`src/rtl/product_bcd_converter_pkg.sv`:
```
// Shared definitions for the product-to-BCD converter: FSM states, digit
// geometry and the double-dabble add-3 constants.
package product_bcd_converter_pkg;

    typedef enum logic [1:0] {
        ST_IDLE  = 2'd0,
        ST_SHIFT = 2'd1,
        ST_HOLD  = 2'd2
    } state_e;

    localparam int                 DIGIT_W     = 4;
    localparam logic [DIGIT_W-1:0] ADD3_THRESH = 4'd5;
    localparam logic [DIGIT_W-1:0] ADD3_VALUE  = 4'd3;

    // Bit counter must hold the value W itself.
    function automatic int cnt_width(input int w);
        return $clog2(w + 1);
    endfunction

endpackage

```
`src/rtl/product_bcd_converter_digit_adj.sv`:
```
// Double-dabble digit correction: a BCD digit of 5 or more gets +3 before
// the shift, so that the shift carries correctly into the next digit.
module bcd_digit_adj
    import product_bcd_converter_pkg::*;
(
    input  logic [DIGIT_W-1:0] d_in,
    output logic [DIGIT_W-1:0] d_out
);

    // 4-bit wrap is intentional; inputs never exceed 9, so it never wraps.
    assign d_out = (d_in >= ADD3_THRESH) ? d_in + ADD3_VALUE : d_in;

endmodule

```
`src/rtl/product_bcd_converter.sv`:
```
// Captures a multiplier product on the rising edge of in_valid and converts it
// to packed BCD one bit per clock, presenting it behind a valid/ready handshake.
module product_bcd_converter
    import product_bcd_converter_pkg::*;
#(
    parameter int W      = 8,
    parameter int DIGITS = 3
) (
    input  logic                        clk,
    input  logic                        rst,
    input  logic                        in_valid,
    input  logic [W-1:0]                in_data,
    output logic                        busy,
    output logic [DIGIT_W*DIGITS-1:0]   bcd,
    output logic                        out_valid,
    input  logic                        out_ready,
    output logic                        overrun
);

    localparam int SCR_W = DIGIT_W * DIGITS;
    localparam int CNT_W = cnt_width(W);

    if ((10 ** DIGITS) <= (2 ** W) - 1) begin : g_digits_check
        $error("DIGITS too small to represent every W-bit value");
    end

    state_e             state_q, state_d;
    logic [W-1:0]       shift_q, shift_d, shift_shl;
    logic [SCR_W-1:0]   scratch_q, scratch_d, scratch_adj, scratch_shl;
    logic [CNT_W-1:0]   cnt_q, cnt_d;
    logic [SCR_W-1:0]   bcd_q, bcd_d;
    logic               out_valid_q, out_valid_d;
    logic               overrun_q, overrun_d;
    logic               in_valid_dly_q;
    logic               start;
    logic               last_bit;

    for (genvar g = 0; g < DIGITS; g++) begin : g_adj
        bcd_digit_adj u_adj (
            .d_in  (scratch_q[g*DIGIT_W +: DIGIT_W]),
            .d_out (scratch_adj[g*DIGIT_W +: DIGIT_W])
        );
    end

    assign {scratch_shl, shift_shl} = {scratch_adj, shift_q} << 1;
    assign start    = in_valid & ~in_valid_dly_q;
    assign last_bit = (cnt_q == CNT_W'(1));

    // NOTE: sequential state uses non-blocking assignments so every flop samples pre-edge values.
    always_ff @(posedge clk or posedge rst) begin
        if (rst) state_q <= ST_IDLE;
        else     state_q <= state_d;
    end

    // NOTE: every output of a combinational block is defaulted first so no latch is inferred.
    always_comb begin
        state_d = state_q;
        unique case (state_q)
            ST_IDLE:  if (start)                     state_d = ST_SHIFT;
            ST_SHIFT: if (last_bit)                  state_d = ST_HOLD;
            ST_HOLD:  if (out_valid_q && out_ready)  state_d = ST_IDLE;
            default:                                 state_d = ST_IDLE;
        endcase
    end

    always_comb begin
        busy = (state_q != ST_IDLE);
    end

    always_comb begin
        shift_d     = shift_q;
        scratch_d   = scratch_q;
        cnt_d       = cnt_q;
        bcd_d       = bcd_q;
        out_valid_d = out_valid_q;
        overrun_d   = start && (state_q != ST_IDLE);
        unique case (state_q)
            ST_IDLE: begin
                if (start) begin
                    shift_d   = in_data;
                    scratch_d = '0;
                    cnt_d     = CNT_W'(W);
                end
            end
            ST_SHIFT: begin
                shift_d   = shift_shl;
                scratch_d = scratch_shl;
                cnt_d     = cnt_q - CNT_W'(1);
                if (last_bit) begin
                    bcd_d       = scratch_shl;
                    out_valid_d = 1'b1;
                end
            end
            ST_HOLD: begin
                if (out_valid_q && out_ready) out_valid_d = 1'b0;
            end
            default: ;
        endcase
    end

    always_ff @(posedge clk or posedge rst) begin
        if (rst) begin
            shift_q        <= '0;
            scratch_q      <= '0;
            cnt_q          <= '0;
            bcd_q          <= '0;
            out_valid_q    <= 1'b0;
            overrun_q      <= 1'b0;
            in_valid_dly_q <= 1'b0;
        end else begin
            shift_q        <= shift_d;
            scratch_q      <= scratch_d;
            cnt_q          <= cnt_d;
            bcd_q          <= bcd_d;
            out_valid_q    <= out_valid_d;
            overrun_q      <= overrun_d;
            in_valid_dly_q <= in_valid;
        end
    end

    assign bcd       = bcd_q;
    assign out_valid = out_valid_q;
    assign overrun   = overrun_q;

endmodule
```
`config.mk`:
```
export PLATFORM = sky130hd
export DESIGN_NAME = product_bcd_converter
export DESIGN_NICKNAME = d
export VERILOG_FILES = /design/src/rtl/product_bcd_converter_pkg.sv /design/src/rtl/product_bcd_converter_digit_adj.sv /design/src/rtl/product_bcd_converter.sv
export SDC_FILE = /design/constraint.sdc
export NUM_CORES = 1
export LEC_CHECK = 0
export ABC_AREA = 1
export ABC_CLOCK_PERIOD_IN_PS = 2600
export CAP_MARGIN = 20
export CORE_MARGIN = 2
export CORE_UTILIZATION = 58
export DETAILED_ROUTE_END_ITERATION = 6
export GPL_ROUTABILITY_DRIVEN = 0
export HOLD_SLACK_MARGIN = 0.1
export PLACE_DENSITY = 0.83
export SYNTH_ARGS = -nofsm -noshare
export SYNTH_HDL_FRONTEND = slang
export SYNTH_SLANG_ARGS = --single-unit
```
`constraint.sdc`:
```
create_clock -name clk -period 2.6 [get_ports clk]
set_input_delay 0.26 -clock clk [delete_from_list [all_inputs] [get_ports clk]]
set_output_delay 0.26 -clock clk [all_outputs]
set_load 0.1 [all_outputs]
```
==> flow_summary_export.csv, run 1 <==
group,metric,value,unit
cells_and_area,finish.utilization,69.6,%
synthesis,syn-num-nets,274,
sta,post-route-min-period,1.59,ns
critical_path,setup.worst_path.class,"reg -> out",
cells_and_area,final_cell_mix,"93 x nand2_1, 41 x dfrtp_1, 32 x inv_1, 26 x nand3_1, 17 x o21ai_0",
sta,setup_ws,1.01,ns
critical_path,path_max_fanout,4,
synthesis,avgSynthCellArea,8.08,µm²
synthesis,ys_seq_elements,41,
synthesis,yosysSeqAreaShare,50.0,%
global_routing,grt_max_degree,42,
route,finalWirelength,3940,µm
sta,final-hold-violation-count,0,
route,drc,0,
cells_and_area,instances_no_fill,329,
global_routing,overflow,0,
placement,dp_hpwl,2830,µm
critical_path,critPathArrivalTime,1.33,ns
placement,dp.cells,321,
floorplanning,core.rowCount,21,
critical_path,worstReg2RegEnd,"bcd[0]",
route,vias,1705,
clock_network,holdBufCountCts,0,
cells_and_area,fill_cells,299,
clock_network,htreeDepth,2,
critical_path,worstSetupEndpointType,"primary output",
synthesis,syn_inst,254,
floorplanning,io_pins,27,
sta,finClkSkew,0.00572,ns
global_routing,antenna_found_initial,0,
clock_network,cts-buffers-inserted,5,
clock_network,cts.sinks,41,
cells_and_area,final_common_cell,"nand2_1",
clock_network,root_buffer,"clkbuf_4",
cells_and_area,nets,302,
sta,finalCritPeriodShare,61.2,%
sta,setup_viol,0,
route,firstDrtPassIters,4,
floorplanning,dieArea,4030,µm²
route,wire_per_inst,12.0,µm
synthesis,async_flop_share,100,%
global_routing,grt_usage,22.0,%
synthesis,synth-main-ff-cell,"dfrtp_1",
flow_run,drv_cap,0,
floorplanning,core,3360,µm²
clock_network,clk_latency,0.36,ns
cells_and_area,drive_above_1_share,11.3,%
floorplanning,die_h,63.5,µm
run_status,status,"finished clean",
cells_and_area,n_antenna_cell,0,
synthesis,ys.warnings.count,0,
synthesis,syn-cell-area,2050,µm²
synthesis,synth-edff-count,0,
clock_network,cts_max_path_buffers,2,
floorplanning,die_x,63.5,µm
hold_path,hold_class,"in -> async",
placement,port_buffers,26,
critical_path,worstReg2RegStart,"cnt_q[1]",
critical_path,start_kind,"register",
route,first_iter_violations,91,
sta,max_freq,628,MHz
placement,place_ws,1.02,ns
clock_network,cts_tree,"done",
synthesis,synthDistinctLibCells,22,
sta,slew_headroom,59.6,%
route,antenna_left,0,
clock_network,post-cts-setup-buffer-count,0,
clock_network,cts_resized,0,
floorplanning,start_util,61.0,%
critical_path,rr_worst_depth,7,
critical_path,required,2.34,ns
sta,final.setup.tns,0,ns
route,vias_per_cell,5.18,
cells_and_area,syn2layout_area_growth,14.1,%
global_routing,grt_pass1_wl,7020,µm
sta,tightest_slew,0.605,ns
clock_network,clk_pin_slew,0.12,ns
critical_path,r2r_setup_slack,1.10,ns
sta,timing.final.max_slew_violations,0,
sta,rsz0062_at_grt,"false",
global_routing,grt_pass1_vias,1613,
==> synthesized netlist by cell type (2+ instances only) <==
cell type  count  area, µm²
nand3_1       26        130
inv_1         32        120
o21ai_1        5       25.0
nand4_1        6       37.5
inv_2          2       7.51
dfrtp_1       41       1030
o21ai_0       17       85.1
a21boi_0       2       15.0
buf_4          3       22.5
o22ai_1        3       18.8
buf_6          2       22.5
ha_1           8        100
nand2_1       93        349
nor2_1         5       18.8
nand2_4        2       22.5
==> area by class of cell <==
cell class	instances	area (µm²)	share of cell area, %
clock inverters	2	10.0	0.427
inverters	34	128	5.45
multi-input cells	173	850	36.3
flip-flops and latches	41	1030	43.8
repair buffers	27	230	9.83
clock buffers	6	41.3	1.76
well taps	46	57.6	2.46
==> state kept, by name, indices dropped and copies added (netlist names) <==
name / cells
bcd: 12
cnt_q: 4
in_valid_dly_q: 1
out_valid: 1
overrun: 1
scratch_q: 12
shift_q: 8
state_q: 2
==> kinds of logic after synthesis <==
group / synth area share (%)
flip-flops: 50.0
buffers and inverters: 8.65
AND/OR/NAND/NOR: 29.1
adder cells (fa/ha/maj): 4.88
AO/OA/AOI/OAI: 7.43
==> how the worst max path moves through the flow <==
stage / startpoint / to / cells after the start
4_1_cts: state_q[0] / busy / 3
3_5_place_dp: in_valid / scratch_q[1] / 6
3_3_place_gp: in_valid / scratch_q[2] / 6
5_1_grt: state_q[0] / busy / 3
6_report: state_q[0] / busy / 3
2_1_floorplan: out_valid / out_valid / 3
==> layer usage <==
metal	track usage, %	up-vias	part of all wire, %
met2	36.3	35	48
met4	8.97	0	1.9
met5	0	-	0
met3	4.29	8	3.7
met1	28.5	798	46
li1	-	864	-
==> per-stage QoR <==
step           cell area (µm²)  hold WS (ns)
6_report                  2340         0.312
3_5_place_dp              2290         0.468
4_1_cts                   2340         0.329
2_1_floorplan             2050         0.291
5_1_grt                   2340         0.375
3_3_place_gp              2290         0.464
==> worst max-delay path, cell delays in order (launching register included) <==
cell	delay, ns
dfrtp_1	0.45
nor2_1	0.23
inv_1	0.06
buf_4	0.23
Power of run 1 is left out: the tool's default activity adds up to more than one toggle a clock period on the data nets, which glitch-free logic cannot reach.
==> inputs of run 2 (changes only) <==
--- a/config.mk
+++ b/config.mk
@@ -6,14 +6,14 @@
 export NUM_CORES = 1
 export LEC_CHECK = 0
 export ABC_AREA = 1
-export ABC_CLOCK_PERIOD_IN_PS = 2600
+export ABC_CLOCK_PERIOD_IN_PS = 1300
 export CAP_MARGIN = 20
 export CORE_MARGIN = 2
-export CORE_UTILIZATION = 58
+export CORE_UTILIZATION = 49
 export DETAILED_ROUTE_END_ITERATION = 6
 export GPL_ROUTABILITY_DRIVEN = 0
 export HOLD_SLACK_MARGIN = 0.1
-export PLACE_DENSITY = 0.83
+export PLACE_DENSITY = 0.75
 export SYNTH_ARGS = -nofsm -noshare
 export SYNTH_HDL_FRONTEND = slang
 export SYNTH_SLANG_ARGS = --single-unit
==> constraint.sdc (replaced) <==
create_clock -name clk -period 1.3 [get_ports clk]
set_input_delay 0.13 -clock clk [delete_from_list [all_inputs] [get_ports clk]]
set_output_delay 0.13 -clock clk [all_outputs]
set_load 0.1 [all_outputs]
==> run 2 against run 1 <==
Via count rose by 7.2%. Final cell count rose by 7.6%. Core utilization rose by 3.3 points. Largest cell class unchanged.
==> flow_summary_export.csv, run 2 (synthesis results as in run 1) <==
group,metric,value,unit
route,first_iter_violations,100,
critical_path,required,1.50,ns
floorplanning,die_h,68.7,µm
cells_and_area,n_antenna_cell,0,
run_status,status,"finished clean",
cells_and_area,nets,323,
clock_network,cts.sinks,41,
sta,slew_headroom,84.2,%
clock_network,cts-buffers-inserted,5,
clock_network,htreeDepth,2,
global_routing,grtUsageMet2,35.9,%
cells_and_area,fill_cells,280,
flow_run,drv_cap,0,
cells_and_area,regArea,1030,µm²
placement,port_buffers,26,
critical_path,critPathBufInv,1,
cells_and_area,syn2layout_area_growth,43.1,%
placement,dp_hpwl,2910,µm
sta,final-hold-violation-count,0,
route,drc,0,
global_routing,grt_usage,21.5,%
route,vias,1828,
global_routing,grtUsageMet3,5.84,%
clock_network,root_buffer,"clkbuf_8",
critical_path,critPathArrivalTime,1.48,ns
floorplanning,core,4030,µm²
route,finalWirelength,4720,µm
cells_and_area,multi_input_area,970,µm²
cells_and_area,drive_above_1_share,26.6,%
global_routing,overflow,0,
critical_path,worstSetupEndpointType,"register",
sta,final.setup.tns,0,ns
critical_path,start_kind,"register",
cells_and_area,instances_no_fill,354,
global_routing,use_met1,25.7,%
sta,finClkSkew,0.00511,ns
route,antenna_left,0,
sta,timing.final.max_slew_violations,0,
sta,finalCritPeriodShare,98.7,%
sta,rsz0062_at_grt,"true",
floorplanning,die_x,68.7,µm
sta,tightest_slew,0.237,ns
clock_network,cts_tree,"done",
critical_path,path_delay_family,"simple AND/OR/NAND/NOR gates",
clock_network,cts_max_path_buffers,2,
sta,setup_viol,0,
global_routing,grt_max_degree,42,
floorplanning,io_pins,27,
sta,post-route-min-period,1.28,ns
clock_network,clk_latency,0.30,ns
hold_path,hold_class,"in -> async",
cells_and_area,final_cell_mix,"87 x nand2_1, 40 x dfrtp_1, 26 x inv_1, 21 x nand3_1, 18 x buf_12",
critical_path,crit_slowest_cell,"dfrtp_1",
clock_network,clk_pin_slew,0.08,ns
sta,max_freq,779,MHz
global_routing,grt.busiest_layer,"met2",
route,wire_per_inst,13.3,µm
cells_and_area,final_common_cell,"nand2_1",
cells_and_area,finish.utilization,72.9,%
critical_path,setup.worst_path.class,"reg -> reg",
critical_path,path_max_fanout,3,
global_routing,antenna_found_initial,0,
critical_path,critPathMaxStageDelay,0.40,ns
floorplanning,core.rowCount,23,
critical_path,crit_chain,"buf_4, ha_2, nand2_2, nand4_1, nand3_1, nand2_1",
route,firstDrtPassIters,4,
global_routing,grt_pass1_wl,7310,µm
floorplanning,start_util,51.0,%
critical_path,r2r_setup_slack,0.02,ns
route,vias_per_cell,5.16,
placement,dp.cells,335,
global_routing,grt_pass1_vias,1721,
floorplanning,dieArea,4720,µm²
sta,hold_ws,0.166,ns
## run 2: timing repair
item,CTS,global route
setup endpoints to repair,10,33
hold buffers,0,0
gates cloned,0,1
hold endpoints to repair,0,0
pin swaps,1,9
resized for setup,5,47
buffers inserted,4,7
## run 2: worst min-delay path, cell delays in order
cell,delay [ns]
clkdlybuf4s50_1,0.39
inv_1,0.09
buf_12,0.23
## run 2: area by class of cell
cell class / count / area share (%)
multi-input combinational: 173 / 33.0
tap: 50 / 2.13
sequential: 41 / 35.0
inverter: 34 / 4.60
timing repair buffer: 48 / 21.4
clock inverter: 3 / 1.58
clock buffer: 5 / 2.34
## run 2: metrics by stage
stage	worst slack, ns	instance area, µm²
3_5_place_dp	-0.0502	2600
2_1_floorplan	0.0337	2050
3_3_place_gp	-0.00293	2600
5_1_grt	-0.0761	2940
6_report	0.0166	2940
4_1_cts	0.00447	2750
## run 2: per-layer routing
| layer | share of wire (%) | wire length [µm] |
|---|---|---|
| met1 | 41 | 1940 |
| met2 | 52 | 2440 |
| met3 | 4.1 | 193 |
| met4 | 3.0 | 140 |
| met5 | 0 | 0 |
## run 2: final timing paths
path                            depth (start not counted)              to          from
worst min register to register                          2      shift_q[1]    shift_q[1]
worst max-delay path                                    6          bcd[1]  scratch_q[0]
max in group asynchronous                               3       out_valid           rst
worst max register to register                          6          bcd[1]  scratch_q[0]
worst min-delay path                                    3          bcd[2]           rst
min in group clk                                        1  in_valid_dly_q      in_valid
Power of run 2 is left out for the same reason.
==> inputs of run 3 (changes only) <==
--- a/config.mk
+++ b/config.mk
@@ -13,7 +13,7 @@
 export DETAILED_ROUTE_END_ITERATION = 6
 export GPL_ROUTABILITY_DRIVEN = 0
 export HOLD_SLACK_MARGIN = 0.1
-export PLACE_DENSITY = 0.75
+export PLACE_DENSITY = 0.77
 export SYNTH_ARGS = -nofsm -noshare
 export SYNTH_HDL_FRONTEND = slang
 export SYNTH_SLANG_ARGS = --single-unit
==> run 3 against run 2 <==
The flow now finishes with violations (setup timing). Worst setup slack got worse by 0.064 ns. Critical path type unchanged. Non-clock buffer count decreased by 1. Clock skew down 0.0011 ns. Flip-flop and latch count stayed put. Critical path depth up 1. Count of clock-buffer cells in the layout up 2. Routed wire length grew 2.0%. Fmax decreased by 4.7%. Final cell count fell by 0.28%. Via count rose by 3.0%.
==> flow_summary_export.csv, run 3 (synthesis results as in run 1) <==
group,metric,value,unit
run_status,status,"complete, but fails checks",
run_status,violations,"setup timing",
floorplanning,dieArea,4720,µm²
route,wire_per_inst,13.6,µm
cells_and_area,drive_above_1_share,28.1,%
sta,final-hold-violation-count,0,
floorplanning,start_util,51.0,%
placement,port_buffers,26,
sta,setup_viol,2,
sta,post-route-min-period,1.35,ns
critical_path,crit_chain,"inv_1, ha_1, inv_2, nand2_2, nand4_1, nand3_2, nand2_2",
cells_and_area,syn2layout_area_growth,41.6,%
floorplanning,die_x,68.7,µm
critical_path,path_common_cell,"nand2_2",
route,firstDrtPassIters,5,
route,vias_per_cell,5.33,
sta,rsz0062_at_grt,"true",
cells_and_area,instances_no_fill,353,
sta,slew_headroom,79.4,%
critical_path,setup.worst_path.class,"reg -> reg",
cells_and_area,fill_cells,290,
critical_path,start_kind,"register",
cells_and_area,final_common_cell,"nand2_1",
route,antenna_left,0,
sta,timing.final.max_slew_violations,0,
placement,dp_hpwl,2930,µm
placement,dp.cells,336,
cells_and_area,final_cell_mix,"83 x nand2_1, 40 x dfrtp_1, 24 x inv_1, 17 x nand3_1, 17 x buf_12",
clock_network,cts.sinks,41,
sta,hold_ws,0.180,ns
route,first_iter_violations,205,
cells_and_area,regArea,1030,µm²
critical_path,path_max_fanout,4,
sta,final.setup.tns,-0.0495,ns
cells_and_area,finish.utilization,72.2,%
clock_network,clk_latency,0.30,ns
critical_path,worstSetupEndpointType,"register",
clock_network,cts-buffers-inserted,5,
clock_network,htreeDepth,2,
flow_run,drv_cap,0,
sta,finalCritPeriodShare,104,%
global_routing,grt_pass1_wl,7330,µm
critical_path,required,1.49,ns
clock_network,holdBufCountCts,0,
sta,max_freq,742,MHz
global_routing,grt_usage,21.2,%
clock_network,root_buffer,"clkbuf_8",
critical_path,crit_slowest_cell,"dfrtp_1",
route,vias,1882,
floorplanning,die_h,68.7,µm
route,finalWirelength,4810,µm
clock_network,cts_tree,"done",
critical_path,path_delay_family,"simple AND/OR/NAND/NOR gates",
critical_path,critPathMaxStageDelay,0.41,ns
critical_path,critPathBufInv,2,
sta,setup_ws,-0.0470,ns
sta,tightest_slew,0.309,ns
global_routing,overflow,0,
global_routing,antenna_found_initial,0,
critical_path,critPathArrivalTime,1.54,ns
sta,finClkSkew,0.00401,ns
global_routing,grt_max_degree,42,
route,drc,0,
cells_and_area,n_antenna_cell,0,
global_routing,grt_pass1_vias,1678,
clock_network,clk_pin_slew,0.08,ns
hold_path,hold_class,"in -> async",
clock_network,cts_max_path_buffers,2,
cells_and_area,nets,322,
floorplanning,core,4030,µm²
floorplanning,core.rowCount,23,
cells_and_area,multi_input_area,965,µm²
floorplanning,io_pins,27,
-- run 3: cell count changes in the layout (fill, tap and decap cells not counted), moves of 2 or more --
cell     previous run  this run
inv_2               6         9
inv_1              26        24
nor2_1              2         4
nand2_1            87        83
o21ai_0             9        15
o21ai_1            13         7
nand3_2             3         8
nand2_2             6         9
nand3_1            21        17
ha_1                4         6
-- run 3: layout make-up --
| class | instances | area share (%) |
|---|---|---|
| Sequential cell | 41 | 35.3 |
| Tap cell | 50 | 2.15 |
| Clock inverter | 1 | 1.03 |
| Inverter | 34 | 4.56 |
| Timing Repair Buffer | 47 | 20.8 |
| Multi-Input combinational cell | 173 | 33.2 |
| Clock buffer | 7 | 2.97 |
-- run 3: stage by stage --
step	instance area [µm²]	worst slack, ns
2_1_floorplan	2050	0.0337
3_3_place_gp	2590	0.0348
3_5_place_dp	2590	-0.0566
4_1_cts	2750	-0.0139
5_1_grt	2910	-0.106
6_report	2910	-0.0470
-- run 3: final timing paths --
path | to | slack, ns | startpoint | cells past startpoint
max | bcd[9] | -0.05 | scratch_q[8] | 7
min | scratch_q[2] | 0.18 | rst | 3
max reg2reg | bcd[9] | -0.05 | scratch_q[8] | 7
min reg2reg | scratch_q[9] | 0.50 | scratch_q[9] | 2
max in group asynchronous | out_valid | 0.91 | rst | 3
min in group clk | in_valid_dly_q | 0.37 | in_valid | 1
-- run 3: layer usage --
metal / GRT usage, % / share of wire [%] / vias to the layer above
li1: - / - / 899
met1: 26.4 / 43 / 928
met2: 36.3 / 51 / 45
met3: 4.87 / 3.8 / 10
met4: 6.86 / 2.1 / 0
met5: 0 / 0 / -
-- run 3: timing repair --
action,in CTS,in global routing
setup endpoints to repair,11,26
setup buffers,3,6
resized for setup,7,38
pin swaps,2,16
-- run 3: tightest hold or removal path, cell delays in order --
cell,delay (ns)
clkdlybuf4s50_1,0.39
inv_1,0.09
buf_12,0.23
Power of run 3 is left out for the same reason.
